===== config.mk =====
export PLATFORM = sky130hd
export DESIGN_NAME = up_down_counter
export DESIGN_NICKNAME = d
export VERILOG_FILES = /design/src/rtl/up_down_counter.sv
export SDC_FILE = /design/constraint.sdc
export NUM_CORES = 1
export LEC_CHECK = 0
export ABC_CLOCK_PERIOD_IN_PS = 1500
export CORE_AREA = 2 2 39 41
export CTS_CLUSTER_DIAMETER = 60
export DETAILED_ROUTE_END_ITERATION = 6
export DIE_AREA = 0 0 41 43
export DONT_BUFFER_PORTS = 1
export MAX_ROUTING_LAYER = met4
export PLACE_DENSITY = 0.44
export REMOVE_ABC_BUFFERS = 1
export SLEW_MARGIN = 20
export SYNTH_ARGS = -nofsm -noshare
export SYNTH_HDL_FRONTEND = slang
export SYNTH_SLANG_ARGS = --single-unit

===== constraint.sdc =====
create_clock -name clk -period 1.5 [get_ports clk]
set_input_delay 0.45 -clock clk [delete_from_list [all_inputs] [get_ports clk]]
set_output_delay 0.45 -clock clk [all_outputs]
set_load 0.005 [all_outputs]

===== src/rtl/up_down_counter.sv =====
// Synchronous WIDTH-bit up/down counter with single-cycle ovf/unf boundary flags.
// Define UP_DOWN_COUNTER_SATURATE_EN to clamp at the boundaries instead of wrapping.
module up_down_counter #(
  parameter int WIDTH     = 4,
  parameter int RESET_VAL = 0
) (
  input  logic             clk,
  input  logic             rst,
  input  logic             counter,
  output logic [WIDTH-1:0] count,
  output logic             ovf,
  output logic             unf
);

  localparam logic [WIDTH-1:0] RST_VAL   = WIDTH'(RESET_VAL);
  localparam logic [WIDTH-1:0] MAX_VAL   = {WIDTH{1'b1}};
  localparam logic [WIDTH-1:0] ZERO_VAL  = {WIDTH{1'b0}};
  localparam logic [WIDTH-1:0] ONE_VAL   = {{(WIDTH-1){1'b0}}, 1'b1};

  logic at_max;
  logic at_min;

  assign at_max = (count == MAX_VAL);
  assign at_min = (count == ZERO_VAL);

  // Flags are registered with the count update, so they line up with the new value.
  always_ff @(posedge clk) begin
    if (rst) begin
      count <= RST_VAL;
      ovf   <= 1'b0;
      unf   <= 1'b0;
    end else if (counter) begin
      unf <= 1'b0;
      ovf <= at_max;
`ifdef UP_DOWN_COUNTER_SATURATE_EN
      if (!at_max) count <= count + ONE_VAL;
`else
      count <= count + ONE_VAL;
`endif
    end else begin
      ovf <= 1'b0;
      unf <= at_min;
`ifdef UP_DOWN_COUNTER_SATURATE_EN
      if (!at_min) count <= count - ONE_VAL;
`else
      count <= count - ONE_VAL;
`endif
    end
  end

endmodule


==> metrics.txt, run 1 <==
input/output buffers 0; Mean Syn Cell Area 10.0 sq um; core region area 0.00138 sq mm; Core Rows 14; Final Max Tran Viols 0; CP startpoint kind flop; Final period util 79.8%; die width 41 microns; Distinct cells, synth 14; vias 189; vias per inst 4.20; post-layout worst setup margin 0.304 ns; DP Area 280 sq um; area leader, netlist dfxtp_1; Layout Cells excl Fill 45; status completed; top post-synthesis cells by area dfxtp_1, ha_1, fa_1; CTS buffer count 3; post-CTS setup buffers 0; final instance area 303 sq um; RR Endpoint count[3]; multi-input combinational cell area 136 sq um; pin count of the biggest net entering global routing 6; deepest clock path buffer count 2; hold_buf cts 0; sequential area share after synthesis 46.2%; VDD IR max 0.214 mV; placed cells 42; worst-case clock skew 0.00165 ns; Final setup viols 0; io pins 9; Final min period 1.20 ns; die area 0.00176 sq mm; CTS tree built; Ys Warns 0; CP Data Arrival Time 1.37 ns; maxcap violations 0; share of post-route cells with drive strength above 1 13.8%; vias in the first global route 204; FF-to-FF Start count[2]; FILL cells 150; WS Path Type flop to flop; worst path required time 1.68 ns; fmax 836 MHz; Final nets 37; initial antenna violation count 0; Slew @ Worst Pin 0.229 ns; later-pin clock latency in the skew report 0.24 ns; GRT Util Overall 7.60%; flop2flop setup slack 0.30 ns; leakage power 0.121 nW; GRT overflow 0; Setup crit end kind flop; CP max FO 4; Antenna Nets Post-Route 0; DR pass1 iterations 4; sequential cell area 120 sq um; Clock Sinks 6; routability congestion estimate 0.670; clock slew at reported path FFs 0.04 ns; CTS H-tree depth 1; Gate Count Post-Synth 26; Cell Pwr Density 1470 mW/mm^2; min-delay worst type input port to flop; RSZ-0062 raised after global routing false; Post-Route WL 460 microns; DRT iter0 DRCs 3; setup TNS 0 ns; Worst slew margin 84.7%; Die Y-Extent 43 microns; Root Driver clkbuf_4; initial core utilization 18.8%; Final Hold Viols 0; Yosys top cell area share 46.2%; Yosys reg bits 6; ANT cells 0; first-pass GRT wire length 807 microns; Area Overhead vs Synth 16.3%; end point of the critical path count[3]; CTS-repair resized insts 0; CP startpoint count[2]; Post-Place Worst Slack 0.128 ns; Residual DRC 0; worst hold margin 0.267 ns; Post-Syn Area 260 sq um; Worst Hold Depth 1; Routed WL per cell 10.2 microns; Reg2Reg Depth 4
==> worst min-delay path by stage <==
stage / startpoint / to / slack, ns
global route: rst / count[3] / 0.25
global placement: rst / count[3] / 0.52
finish: rst / count[3] / 0.27
floorplan: count[0] / ovf / 0.49
detailed placement: rst / count[3] / 0.52
CTS: rst / count[3] / 0.26
==> metrics by stage <==
stage                     power, W  util (%)
after CTS                 0.000455      21.9
after global routing      0.000485      21.9
after floorplan           0.000285         -
after detailed placement  0.000303      20.3
after global placement    0.000304      20.3
final                     0.000444      21.9
==> sequential cells by signal, summed over array words and instances (netlist names) <==
| signal | flops |
|---|---|
| count | 4 |
| unf | 1 |
| ovf | 1 |
==> kinds of logic (layout without fill, tap and decap cells) <==
kind of cell | Yosys count | in the layout | synth area share (%)
fa+ha+maj | 3 | 3 | 17.3
compound gates | 3 | 3 | 8.17
simple gates | 11 | 11 | 20.2
xor+xnor | 2 | 2 | 6.73
flops | 6 | 6 | 46.2
buf+inv | 1 | 4 | 1.44
==> area by class of cell <==
class | count | share of cell area (%)
inverters | 1 | 1.24
well taps | 16 | 6.61
clock buffers | 3 | 7.44
multi-input cells | 19 | 45.0
flip-flops and latches | 6 | 39.7
==> power breakdown <==
| group | switching, W | leakage [nW] | internal [W] |
|---|---|---|---|
| Clock | 0.0000552 | 0.0138 | 0.0000903 |
| Combinational | 0.0000393 | 0.0573 | 0.0000450 |
| Sequential | 0.0000315 | 0.0496 | 0.000183 |
| Total | 0.000126 | 0.121 | 0.000318 |
==> metal layers <==
layer  vias up  part of all wire [%]  track usage (%)
li1         94                     -                -
met1        83                    40             7.35
met2         8                    45             9.38
met3         4                   8.0             3.14
met4         0                   6.3             10.0
met5         -                     0                -
==> Yosys cell counts, drive strengths merged <==
master and count:
nor2b 1, fa 1, dfxtp 6, xnor2 2
nand4b 1, nor2 4, a21oi 2, nor3 1
nand2 2, a21o 1, ha 2, nand3 2
inv 1
==> cells in the final DEF (no fill, tap or decap), drive strengths merged, types with 2 or more instances in the layout <==
master  synthesis  layout
dfxtp           6       6
nor2            4       4
clkbuf          0       3
nand2           2       2
xnor2           2       2
nand3           2       2
ha              2       2
a21oi           2       2
==> critical path, cell delays in order, from the launching register on <==
cell,delay (ns)
dfxtp_1,0.40
ha_1,0.29
a21oi_1,0.20
nand3_1,0.11
a21oi_2,0.13
Power figures use the tool's default switching activity.
==> run 2, diff against run 1 <==
Settings changed: ABC_AREA from default to 1, ABC_CLOCK_PERIOD_IN_PS 1500 to 1200, PLACE_DENSITY 0.44 to 0.45.
Clock period 1.5 ns to 1.2 ns, I/O delays scaled along.
==> run 2 against run 1 <==
Register-to-register slack lost 0.20 ns; cell count increased by 24%; non-clock buffer count up 4.
==> metrics.txt, run 2 <==
status completed; die width 41 microns; CTS-repair resized insts 0; Die Y-Extent 43 microns; post-CTS setup buffers 0; placed cells 53; io pins 9; crit path cell chain buf_4; initial antenna violation count 0; CP top delay family flip-flops; GRT overflow 0; vias in the first global route 211; leakage power 0.177 nW; Largest register FFs 4; maxcap violations 0; ANT cells 0; RSZ-0062 raised after global routing false; Clock Sinks 6; Largest Register count; GRT Util Overall 7.62%; net switching power figure 0.000178 W; input/output buffers 0; Final min period 1.11 ns; Distinct cells, synth 11; number of synthesized flops with an enable pin 0; share of post-route cells with drive strength above 1 25.0%; Final period util 92.7%; CP max FO 3; VDD IR max 0.752 mV; vias 220; Clk pwr share 31.5%; later-pin clock latency in the skew report 0.25 ns; Final nets 48; biggest regs count (4), ovf (1), unf (1); Yosys reg bits 6; Comb power frac 26.6%; crit path buf inv count 1; CTS H-tree depth 1; Final Max Tran Viols 0; Setup crit end kind output port; Mean Syn Cell Area 8.19 sq um; Cell Pwr Density 1700 mW/mm^2; DRT iter0 DRCs 5; routability congestion estimate 0.684; WS Path Type flop to output port; deepest clock path buffer count 2; detailed-placement wirelength estimate 388 microns; flop2flop setup slack 0.10 ns; CTS buffer count 3; vias per inst 3.93; top post-synthesis cells by count nor2_1, dfxtp_1, nand2_1, inv_1, ha_1; sequential area share after synthesis 44.4%; top post-synthesis cells by area dfxtp_1, nor2_1, ha_1; Final setup viols 0; CP startpoint kind flop; Flop pwr share 41.9%; Worst slew margin 86.8%; core region area 0.00138 sq mm; most common cell in the netlist nor2_1; Routed WL per cell 9.38 microns; commonest non-fill, non-tap cells in the layout nor2_1, nand2_1, dfxtp_1; Ys Warns 0; pin count of the biggest net entering global routing 6; commonest non-fill, non-tap cell in the layout nor2_1; worst path required time 0.84 ns; area leader, netlist dfxtp_1; Post-Route WL 525 microns; DR pass1 iterations 4; Layout Cells excl Fill 56; ys async rst share 0%; Slew @ Worst Pin 0.197 ns; Gate Count Post-Synth 33; Core Rows 14; Final Core Density 25.8%; first-pass GRT wire length 828 microns; Final Hold Viols 0; min-delay worst type input port to flop; Top FF cell, synth dfxtp_1; hold_buf cts 0; Post-Syn Area 270 sq um; CTS tree built; fmax 899 MHz; CP Data Arrival Time 0.75 ns; Worst path slowest cell dfxtp_1; Antenna Nets Post-Route 0; clock slew at reported path FFs 0.05 ns; Pint 0.000430 W; Residual DRC 0; die area 0.00176 sq mm; Sw Ratio 29.2%; initial core utilization 19.5%; Yosys top cell area share 44.4%; Area Overhead vs Synth 31.9%; slowest stage delay, CP 0.36 ns; worst-case clock skew 0.00325 ns; Root Driver clkbuf_4
## run 2: changes by cell type after synthesis, sizes merged
cell,before,now
nor2,4,10
nand2,2,6
inv,1,4
a21oi,2,0
nand3,2,0
a21o,1,0
and3,0,1
nand4,0,1
nand4b,1,0
nor2b,1,0
nor3,1,0
or2,0,1
xnor2,2,1
## run 2: layer usage
layer | wire (microns) | track usage [%] | vias to the layer above | part of all wire, %
met1 | 232 | 8.39 | 95 | 44
met5 | 0 | - | - | 0
met2 | 227 | 10.0 | 10 | 43
met3 | 64 | 8.38 | 0 | 12
met4 | 0 | 0 | 0 | 0
li1 | - | - | 115 | -
## run 2: worst paths after layout
check             cells after the start      from       end
setup reg to reg                      6  count[2]  count[3]
setup / recovery                      1  count[2]  count[2]
hold reg to reg                       2  count[3]       ovf
hold / removal                        1       rst  count[1]
## run 2: power groups by stage
stage,Clock (W),Sequential (W),Combinational [W]
5_1_grt,0.000214,0.000259,0.000191
4_1_cts,0.000205,0.000250,0.000155
2_1_floorplan,0,0.000256,0.0000930
3_3_place_gp,0,0.000253,0.000155
3_5_place_dp,0,0.000254,0.000154
6_report,0.000191,0.000254,0.000162
## run 2: area by class of cell
class / count / area, sq um
Sequential cell: 6 / 121
Fill cell: 162 / 1030
Tap cell: 16 / 20.0
Clock buffer: 3 / 22.5
Timing Repair Buffer: 4 / 30.0
Multi-Input combinational cell: 23 / 148
Inverter: 4 / 15.0
## run 2: cells by family after synthesis
family | synth area share [%]
flip-flops | 44.4
AND/OR/NAND/NOR | 30.1
buffers and inverters | 5.55
adder cells (fa/ha/maj) | 16.7
XOR/XNOR | 3.24
## run 2: through the flow
stage | TNS, ns | total power (W) | setup slack, ns | instance area (sq um) | hold WS [ns]
3_5_place_dp | -0.0624 | 0.000408 | -0.0624 | 320 | 0.438
3_3_place_gp | -0.0706 | 0.000408 | -0.0706 | 320 | 0.435
5_1_grt | 0 | 0.000663 | 0.000279 | 357 | 0.165
2_1_floorplan | -0.0277 | 0.000349 | -0.0277 | 270 | 0.431
4_1_cts | 0 | 0.000610 | 0.0215 | 343 | 0.170
6_report | 0 | 0.000607 | 0.0875 | 357 | 0.174
